==> src/rtl/blink_rtc.sv <==
// Real-time clock for the blink controller: prescaler -> tick -> second -> minute
// counters, sticky status bits with a mask-driven interrupt, and a byte register port.
module blink_rtc #(
    parameter int TICK_DIV = 49152,
    parameter int TICK_MAX = 200,
    parameter int SEC_MAX  = 60,
    parameter int MIN_W    = 21
) (
    input  logic       mck,
    input  logic       rin_n,
    input  logic       restim,
    input  logic       wr_en,
    input  logic       rd_en,
    input  logic [2:0] addr,
    input  logic [7:0] wdata,
    output logic [7:0] rdata,
    input  logic       int_en,
    output logic       int_n,
    output logic [2:0] tsta,
    output logic       t_flash,
    output logic       t_grey
);
    localparam int PW  = $clog2(TICK_DIV);
    localparam int T0W = $clog2(TICK_MAX);
    localparam int T1W = $clog2(SEC_MAX);

    logic [PW-1:0]    presc_q, presc_d;
    logic [T0W-1:0]   tim0_q, tim0_d;
    logic [T1W-1:0]   tim1_q, tim1_d;
    logic [MIN_W-1:0] timm_q, timm_d;
    logic [T1W-1:0]   shd_tim1_q, shd_tim1_d;
    logic [MIN_W-1:0] shd_timm_q, shd_timm_d;
    logic [2:0]       tsta_q, tsta_d;
    logic [2:0]       tmk_q, tmk_d;
    logic [7:0]       rdata_q, rdata_d;

    logic       tick_ev, sec_ev, min_ev;
    logic       rd_fire;
    logic [2:0] clr;
    logic [7:0] tim0_rd, tim1_rd;
    logic [23:0] timm_ext;
    logic       unused_wdata;

    assign unused_wdata = ^wdata[7:3];

    always_comb begin
        tick_ev = ~restim & (presc_q == PW'(TICK_DIV - 1));
        sec_ev  = tick_ev & (tim0_q == T0W'(TICK_MAX - 1));
        min_ev  = sec_ev & (tim1_q == T1W'(SEC_MAX - 1));
    end

    // Counter chain; restim pins every counter at zero and suppresses all events.
    always_comb begin
        presc_d = presc_q + PW'(1);
        tim0_d  = tim0_q;
        tim1_d  = tim1_q;
        timm_d  = timm_q;
        if (restim) begin
            presc_d = '0;
            tim0_d  = '0;
            tim1_d  = '0;
            timm_d  = '0;
        end else begin
            if (tick_ev) begin
                presc_d = '0;
                tim0_d  = sec_ev ? '0 : tim0_q + T0W'(1);
            end
            if (sec_ev) begin
                tim1_d = min_ev ? '0 : tim1_q + T1W'(1);
            end
            if (min_ev) begin
                timm_d = timm_q + MIN_W'(1);
            end
        end
    end

    always_comb begin
        rd_fire = rd_en & ~wr_en;
        clr     = (wr_en && addr == 3'd5) ? wdata[2:0] : 3'b000;
        // Set is OR-ed in after the clear so a coinciding event wins.
        tsta_d  = (tsta_q & ~clr) | {min_ev, sec_ev, tick_ev};
        tmk_d   = (wr_en && addr == 3'd6) ? wdata[2:0] : tmk_q;

        shd_tim1_d = shd_tim1_q;
        shd_timm_d = shd_timm_q;
        if (rd_fire && addr == 3'd0) begin
            shd_tim1_d = tim1_q;
            shd_timm_d = timm_q;
        end

        tim0_rd                 = '0;
        tim0_rd[T0W-1:0]        = tim0_q;
        tim1_rd                 = '0;
        tim1_rd[T1W-1:0]        = shd_tim1_q;
        timm_ext                = '0;
        timm_ext[MIN_W-1:0]     = shd_timm_q;

        rdata_d = rdata_q;
        if (rd_fire) begin
            case (addr)
                3'd0:    rdata_d = tim0_rd;
                3'd1:    rdata_d = tim1_rd;
                3'd2:    rdata_d = timm_ext[7:0];
                3'd3:    rdata_d = timm_ext[15:8];
                3'd4:    rdata_d = timm_ext[23:16];
                3'd5:    rdata_d = {5'b0, tsta_q};
                3'd6:    rdata_d = {5'b0, tmk_q};
                default: rdata_d = 8'h00;
            endcase
        end
    end

    always_ff @(posedge mck or negedge rin_n) begin
        if (!rin_n) begin
            presc_q    <= '0;
            tim0_q     <= '0;
            tim1_q     <= '0;
            timm_q     <= '0;
            shd_tim1_q <= '0;
            shd_timm_q <= '0;
            tsta_q     <= '0;
            tmk_q      <= '0;
            rdata_q    <= '0;
        end else begin
            presc_q    <= presc_d;
            tim0_q     <= tim0_d;
            tim1_q     <= tim1_d;
            timm_q     <= timm_d;
            shd_tim1_q <= shd_tim1_d;
            shd_timm_q <= shd_timm_d;
            tsta_q     <= tsta_d;
            tmk_q      <= tmk_d;
            rdata_q    <= rdata_d;
        end
    end

    assign rdata   = rdata_q;
    assign tsta    = tsta_q;
    assign int_n   = ~(int_en & |(tsta_q & tmk_q));
    assign t_flash = tim0_q[T0W-1];
    assign t_grey  = presc_q[PW-1];

endmodule

==> config.mk <==
export PLATFORM = sky130hd
export DESIGN_NAME = blink_rtc
export DESIGN_NICKNAME = d
export VERILOG_FILES = /design/src/rtl/blink_rtc.sv
export SDC_FILE = /design/constraint.sdc
export NUM_CORES = 1
export LEC_CHECK = 0
export BUFFER_PORTS_ARGS = -buffer_cell sky130_fd_sc_hd__buf_4
export CAP_MARGIN = 20
export CORE_MARGIN = 5
export CORE_UTILIZATION = 35
export CTS_CLUSTER_SIZE = 40
export DETAILED_ROUTE_END_ITERATION = 7
export PLACE_DENSITY = 0.52
export SLEW_MARGIN = 15
export SYNTH_ARGS = -nofsm -noshare
export SYNTH_HDL_FRONTEND = slang
export SYNTH_SLANG_ARGS = --single-unit
==> constraint.sdc <==
create_clock -name mck -period 3 [get_ports mck]
set_input_delay 0.75 -clock mck [delete_from_list [all_inputs] [get_ports mck]]
set_output_delay 0.75 -clock mck [all_outputs]
set_load 0.005 [all_outputs]
# Word level (Yosys, flattened, before mapping)
# Cells that the tools add are included.
# word_totals
ff_bits	92
in_bits	17
# op_classes
add_sub_neg	4
eq_ne	9
n_mux	12
bitwise_logic	12
n_reduce_logical	8
# ops
operator	count
case mux 8 bit (7 select lines)	1
two-way mux 21 bit	2
two-way mux 16 bit	2
two-way mux 8 bit	3
adder 21 x 1 -> 21 bit (second input constant)	1
two-way mux 6 bit	3
adder 16 x 1 -> 16 bit (second input constant)	1
equality test 16 bit (second input constant)	1
equality test 3 bit (second input constant)	3
adder 8 x 1 -> 8 bit (second input constant)	1
equality test 8 bit (second input constant)	1
adder 6 x 1 -> 6 bit (second input constant)	1
AND 3 bit	2
equality test 3 x 2 -> 1 bit (second input constant)	2
equality test 6 bit (second input constant)	1
nonzero test 2 bit	3
AND 1 bit	5
equality test 3 x 1 -> 1 bit (second input constant)	1
logical AND 1 bit	3
logical NOT 3 bit	1
two-way mux 3 bit	1
NOT 1 bit	3
NOT 3 bit	1
OR 3 bit	1
OR reduction 3 bit	1

# Longest topological paths before layout
# Gate-level depths: netlist of run 1.
# depth
word_depth	7
mapped_depth	7
mapped_depth_nobuf	6

# Least setup slack after synthesis of run 1
# OpenSTA, ideal clock, no wires.
# synth_timing
path_type	input -> register
from	input port addr[0]
to	register shd_tim1_q[0]
setup_time_ps	125
arrival_ps	2237
slack_ps	638
path_stages	4
cell_sequence	clkbuf_1 nor4_2 buf_2 mux2_2
# synth_between
elab_chain_cells	2
# synth_rtl
item	line	rtl
start: declaration	14	input logic [2:0] addr,
logical NOT 3 bit	86	if (rd_fire && addr == 3'd0) begin
logical AND 1 bit	86	
end signal: assignment	129	shd_tim1_q <= shd_tim1_d;
end: declaration	31	logic [T1W-1:0] shd_tim1_q, shd_tim1_d;
# No other way between the ends.
# A chain may end at the register's enable or synchronous reset.

# Final worst setup path of run 1
# layout_timing
from	register presc_q[0]
to	register timm_q[5]
# layout_between
elab_chain_cells	5
# layout_rtl
item	line	rtl
start: declaration	27	logic [PW-1:0] presc_q, presc_d;
start signal: assignment	125	presc_q <= presc_d;
equality test 16 bit	47	tick_ev = ~restim & (presc_q == PW'(TICK_DIV - 1));
AND 1 bit	47	
AND 1 bit	48	sec_ev = tick_ev & (tim0_q == T0W'(TICK_MAX - 1));
AND 1 bit	49	min_ev = sec_ev & (tim1_q == T1W'(SEC_MAX - 1));
nonzero test 2 bit (no line)	n/a	
end signal: assignment	128	timm_q <= timm_d;
end: declaration	30	logic [MIN_W-1:0] timm_q, timm_d;
# No other way between the ends.

==> results of run 1 <==
-- where the power goes --
part / internal [W] / switching, W / leakage, nW
Clock: 0.000727 / 0.000488 / 0.148
Combinational: 0.0000481 / 0.0000771 / 0.890
Sequential: 0.00126 / 0.0000166 / 1.27
Total: 0.00203 / 0.000582 / 2.31
-- layer usage --
layer  routed length, um  share of wire (%)
met1                5260                 48
met2                5040                 46
met3                 390                3.6
met4                 172                1.6
met5                   0                  0
-- state kept, by name, summed over array words and instances (netlist names) --
register,cells
presc_q,16
rdata,8
shd_tim1_q,6
timm_q,21
tmk_q,3
tim1_q,6
tsta,3
tim0_q,8
shd_timm_q,21
-- cell families after synthesis --
logic type	after synthesis	synth area share, %
compound gates	63	9.05
xor+xnor	26	5.04
fa+ha+maj	4	1.11
buf+inv	22	1.96
flops	92	50.9
mux	42	11.3
simple gates	167	20.6
-- worst max-delay path, delay by kind of cell (launching register included) --
kind	cells	cell delay (ps)
adders and majority gates	1	300
AOI/OAI and AO/OA	1	150
DFF	1	420
and+or+nand+nor	4	1220
buffers and inverters	1	270
-- area by class of cell --
type | count | area (um^2)
fill | 1253 | 7360
tap | 172 | 215
sequential | 92 | 2300
clock buffer | 9 | 225
multi-input combinational | 302 | 2150
inverter | 8 | 30.0
timing repair buffer | 34 | 255
clock inverter | 6 | 88.8
-- final timing paths --
path                            start          to  slack [ps]
setup / recovery           presc_q[0]   timm_q[5]         570
hold / removal                  rin_n   timm_q[0]         370
setup reg to reg           presc_q[0]   timm_q[5]         570
hold reg to reg              rdata[2]    rdata[2]         500
max in group asynchronous       rin_n  timm_q[20]        1940
min in group mck             rdata[2]    rdata[2]         500
-- Yosys cell counts, drive strengths merged, types with 3 or more instances --
cell and number:
and3 8, nor2b 4, mux2 34, and2 4
a22oi 4, nand2 24, nor3 8, mux4 4
o31ai 3, a21oi 20, clkbuf 9, or3 11
o21ai 14, nand3 24, or4 5, buf 5
inv 8, xnor2 10, a22o 10, dfrtp 92
nand4b 3, nor4 8, mux2i 4, or2 3
nand4 19, xor2 16, nor2 42, ha 4
-- per-stage QoR --
stage | setup slack, ps | util [%] | hold slack (ps)
2_1_floorplan | 638 | - | 443
3_3_place_gp | 509 | 39.2 | 475
3_5_place_dp | 463 | 39.2 | 491
4_1_cts | 539 | 41.7 | 401
5_1_grt | 346 | 41.7 | 417
6_report | 568 | 41.7 | 369
==> impl_metrics.yaml, run 1 <==
floorplanning:
  design.die.area_mm2: 0.0153
  num_rows: 41
  pin_count: 31
  die_y_um: 124
  dieWidth_um: 124
  coreArea_mm2: 0.0126
  start_util_pct: 35.8
cells_and_area:
  synthToLayoutAreaGrowth_pct: 16.4
  antenna_cells: 0
  final_common_cell: "dfrtp_1"
  final_nets: 468
  mostFrequentLayoutCells: "92 x dfrtp_1, 41 x nor2_1, 34 x mux2_2, 34 x buf_4, 24 x nand2_1"
  drive_above_1_share_pct: 22.2
  stdcell_count: 623
  stdcell_area_mm2: 0.00526
setup_path:
  crit_type: "reg2reg"
  r2r_cells: 7
  cp_max_fo: 15
  arrival_ps: 2710
  crit_slowest_cell: "or4_1"
  endpoint_kind: "register"
  crit_path_start_kind: "register"
  cp_cell_sequence: "ha_1 > nand4_4 > nor4_4 > buf_4 > nand3_4 > or4_1 > a21oi_1"
  cp_data_required_time_ps: 3270
  critPathMaxStageDelay_ps: 550
placement:
  place_congestion: 0.800
  dp_cells: 608
  detailed_place_hpwl_mm: 7.88
  io_buffers: 25
  placedInstanceArea_mm2: 0.00495
detailed_routing:
  routed_wl_mm: 10.9
  ant_nets: 0
  drc: 0
  firstDrtPassIters: 4
  vias_per_cell: 5.39
  drt_iter0_markers: 194
  via_count: 3358
  detail_route.wl_per_cell_um: 17.4
run_status:
  status: "complete, no violations"
logic_synthesis:
  synth-seq-area-share_pct: 50.9
  synthCells: 416
  yosys.area.top_type: "dfrtp_1"
  synth_edf_count: 0
  synth_area_per_cell_um2: 10.9
  ys_warn_count: 0
  synth_area_leaders: "dfrtp_1 51%, mux2_2 8.5%, nor2_1 3.4%, xor2_1 3.1%, nand3_1 2.5%"
  synth_area_mm2: 0.00452
  ys.flop_type: "dfrtp_1"
  async_flop_share_pct: 100
  synth_seq_cells: 92
  synth_cell_types: 45
  synth_fp_nets: 437
  synth_top_area_share_pct: 50.9
timing:
  hold_violations: 0
  relSlewSlack_pct: 54.2
  max_freq_mhz: 411
  rsz0062_at_grt: "no"
  tightest_slew_ps: 681
  post-route-period-util_pct: 81.1
  layout_min_cycle_time_ps: 2430
  finClkSkew_ps: 8.81
  drv_slew: 0
  setup_viol: 0
  setup_tns_ps: 0
clock_network:
  cts_buffers: 9
  clk_latency_ps: 340
  cts_hold_buf: 0
  post_cts_buffers: 0
  cts.clk_slew.worst_paths_ps: 70
  cts_sinks: 92
  cts.repair.resized: 0
  cts_tree: "done"
  clockBufferDepth: 2
  cts-htree-levels: 3
  cts-root-buf: "clkbuf_16"
power_and_ir_drop:
  p_leak_nw: 2.31
  ir_worst_vdd_mv: 0.273
  p_per_area_mw_per_mm2: 497
  p_total_w: 0.00261
global_routing:
  grt_pass1_vias: 3368
  top_usage_layer: "met2"
  met1_usage_pct: 21.8
  grt_pass1_wl_mm: 18.0
  use_met3_pct: 2.82
  grt_start_max_net_pins: 40
  met2_usage_pct: 23.6
  grt_antenna_before_repair: 0
  grt.total_usage_pct: 15.5
  overflow: 0
run:
  maxCapViolCount: 0
min_path:
  hold_class: "in2async"
No activity file was read; power rests on OpenSTA's default activity.
==> run 2: changes to the inputs <==
Settings changed: ABC_AREA set to 1.
Clock period 3 ns to 2.55 ns, I/O delays scaled along.
==> run 2 against run 1 <==
- count of clock-buffer cells in the layout increased by 2
- register-to-register slack got worse by 20 ps
- largest power group unchanged
- maximum frequency increased by 21%
- critical path depth increased by 2
- combinational power increased by 54%
- largest cell class unchanged
- global-route usage decreased by 0.28 points
==> impl_metrics.yaml, run 2 <==
clock_network:
  clockBufferDepth: 2
  cts-root-buf: "clkbuf_16"
  cts_hold_buf: 0
  cts.repair.resized: 0
  cts_buffers: 9
  cts.clk_slew.worst_paths_ps: 60
  cts_sinks: 92
  cts-htree-levels: 3
  cts_tree: "done"
  clk_latency_ps: 350
  post_cts_buffers: 0
cells_and_area:
  antenna_cells: 0
  reg.largest.list: "shd_timm_q: 21 flops, timm_q: 21 flops, presc_q: 16 flops"
  drive_above_1_share_pct: 11.2
  stdcell_count: 857
  fin_util_pct: 40.8
  fill_cells: 1393
  final_nets: 693
  final_common_cell: "nand2_1"
  mostFrequentLayoutCells: "200 x nand2_1, 92 x dfrtp_1, 80 x nor2_1, 66 x inv_1, 56 x nand3_1"
  multi_input_area_mm2: 0.00227
  synthToLayoutAreaGrowth_pct: 14.9
  stdcell_area_mm2: 0.00564
  seqCellArea_mm2: 0.00230
timing:
  tightest_slew_ps: 450
  setup_viol: 0
  layout_min_cycle_time_ps: 2000
  setup_slack_ps: 545
  hold_violations: 0
  post-route-period-util_pct: 78.6
  setup_tns_ps: 0
  relSlewSlack_pct: 70.0
  finClkSkew_ps: 6.52
  drv_slew: 0
  max_freq_mhz: 499
  rsz0062_at_grt: "no"
setup_path:
  cp_cell_sequence: "ha_1 > nand3_1 > inv_1 > nand2_2 > nor2_8 > nand4_4 > inv_1 > nand3_1 > nand2_1"
  crit_slowest_cell: "dfrtp_1"
  r2r_slack_ps: 550
  endpoint_kind: "register"
  r2r_cells: 9
  cp_max_fo: 16
  r2r-end: "timm_q[6]"
  critPathMaxStageDelay_ps: 370
  critical-path-top-delay-family: "simple AND/OR/NAND/NOR gates"
  timing.rr.start: "presc_q[0]"
  crit_path_start_kind: "register"
  crit_type: "reg2reg"
  path_buf_inv: 2
  arrival_ps: 2290
  cp_data_required_time_ps: 2830
placement:
  place_congestion: 0.843
  dp_cells: 841
  dpl_worst_slack_ps: 504
  placedInstanceArea_mm2: 0.00534
  detailed_place_hpwl_mm: 8.70
  io_buffers: 25
logic_synthesis:
  synth_area_per_cell_um2: 7.67
  synth_edf_count: 0
  synth_top_area_share_pct: 46.9
  ys_warn_count: 0
  synth-seq-area-share_pct: 46.9
  synth_seq_cells: 92
  synth.most_common_cell: "nand2_1"
  synth_area_leaders: "dfrtp_1 47%, nand2_1 15%, nor2_1 6.1%, nand3_1 5.7%, inv_1 5.0%"
  synthCells: 640
  ys.flop_type: "dfrtp_1"
  synth_area_mm2: 0.00491
  synth_cell_types: 40
  async_flop_share_pct: 100
  yosys.area.top_type: "dfrtp_1"
  synthTopCellsByCount: "200 x nand2_1, 92 x dfrtp_1, 80 x nor2_1"
  synth_fp_nets: 661
power_and_ir_drop:
  p_comb_share_pct: 6.2
  swShare_pct: 23.6
  ir_worst_vdd_mv: 0.309
  p_per_area_mw_per_mm2: 547
  p_clk_share_pct: 44.4
  power.internal_w: 0.00236
  pwr-share-seq_pct: 49.4
  switchingPower_w: 0.000728
  p_leak_nw: 2.84
floorplanning:
  num_rows: 43
  pin_count: 31
  die_y_um: 128
  start_util_pct: 35.5
  dieWidth_um: 128
  design.die.area_mm2: 0.0165
  coreArea_mm2: 0.0138
run:
  maxCapViolCount: 0
detailed_routing:
  vias_per_cell: 4.79
  drc: 0
  drt_iter0_markers: 271
  detail_route.wl_per_cell_um: 13.7
  firstDrtPassIters: 4
  via_count: 4105
  routed_wl_mm: 11.7
  ant_nets: 0
run_status:
  status: "complete, no violations"
global_routing:
  overflow: 0
  grt_antenna_before_repair: 0
  grt_start_max_net_pins: 44
  grt_pass1_wl_mm: 20.0
  grt_pass1_vias: 3961
  grt.total_usage_pct: 15.2
min_path:
  hold_class: "in2async"
==> run 2: cell count changes after synthesis, moves of 7 or more <==
cell / previous run / this run
nand2_1: 24 / 200
inv_1: 8 / 66
nor2_1: 41 / 80
nand3_1: 23 / 56
mux2_2: 34 / 10
o21ai_0: 14 / 31
or3_1: 11 / 0
a22o_1: 10 / 1
and3_1: 8 / 1
==> run 2: layout make-up <==
cell class,count,share of cell area (%)
flip-flops and latches,92,40.8
multi-input cells,465,40.3
repair buffers,36,5.01
inverters,68,4.53
clock buffers,11,4.30
well taps,180,3.99
clock inverters,5,1.06
==> run 2: power by group through the flow <==
stage / clock network (W) / logic (W) / registers (W)
after floorplan: 0 / 0.0000979 / 0.00155
after global placement: 0 / 0.000195 / 0.00155
after detailed placement: 0 / 0.000198 / 0.00155
after CTS: 0.00142 / 0.000198 / 0.00152
after global routing: 0.00148 / 0.000222 / 0.00153
final: 0.00137 / 0.000192 / 0.00152
==> run 2: worst max path at each step <==
stage | startpoint | end | slack, ps | cells past startpoint
finish | presc_q[0] | timm_q[6] | 550 | 9
global route | presc_q[0] | timm_q[2] | 340 | 9
CTS | presc_q[0] | timm_q[6] | 500 | 9
detailed placement | addr[2] | shd_timm_q[7] | 500 | 7
global placement | addr[2] | shd_timm_q[3] | 530 | 7
floorplan | addr[1] | shd_tim1_q[3] | 930 | 6
==> run 2: logic make-up after synthesis <==
| kind of cell | synth area share [%] |
|---|---|
| muxes | 2.29 |
| xor gates and xnor gates | 4.28 |
| and+or+nand+nor | 31.9 |
| AOI/OAI and AO/OA | 6.83 |
| buffers and inverters | 6.78 |
| DFF | 46.9 |
| adders and majority gates | 1.02 |
==> run 2: metrics by stage <==
stage | power (W) | hold slack [ps]
floorplan | 0.00165 | 342
global route | 0.00323 | 268
detailed placement | 0.00175 | 457
CTS | 0.00314 | 249
finish | 0.00309 | 244
global placement | 0.00174 | 450
==> run 2: per-layer routing <==
metal | track usage, % | up-vias | wire length (um) | share of wire [%]
li1 | - | 2105 | - | -
met1 | 21.8 | 1940 | 5950 | 51
met2 | 23.4 | 49 | 5310 | 45
met3 | 2.95 | 11 | 334 | 2.8
met4 | 4.56 | 0 | 147 | 1.3
met5 | 0 | - | 0 | 0
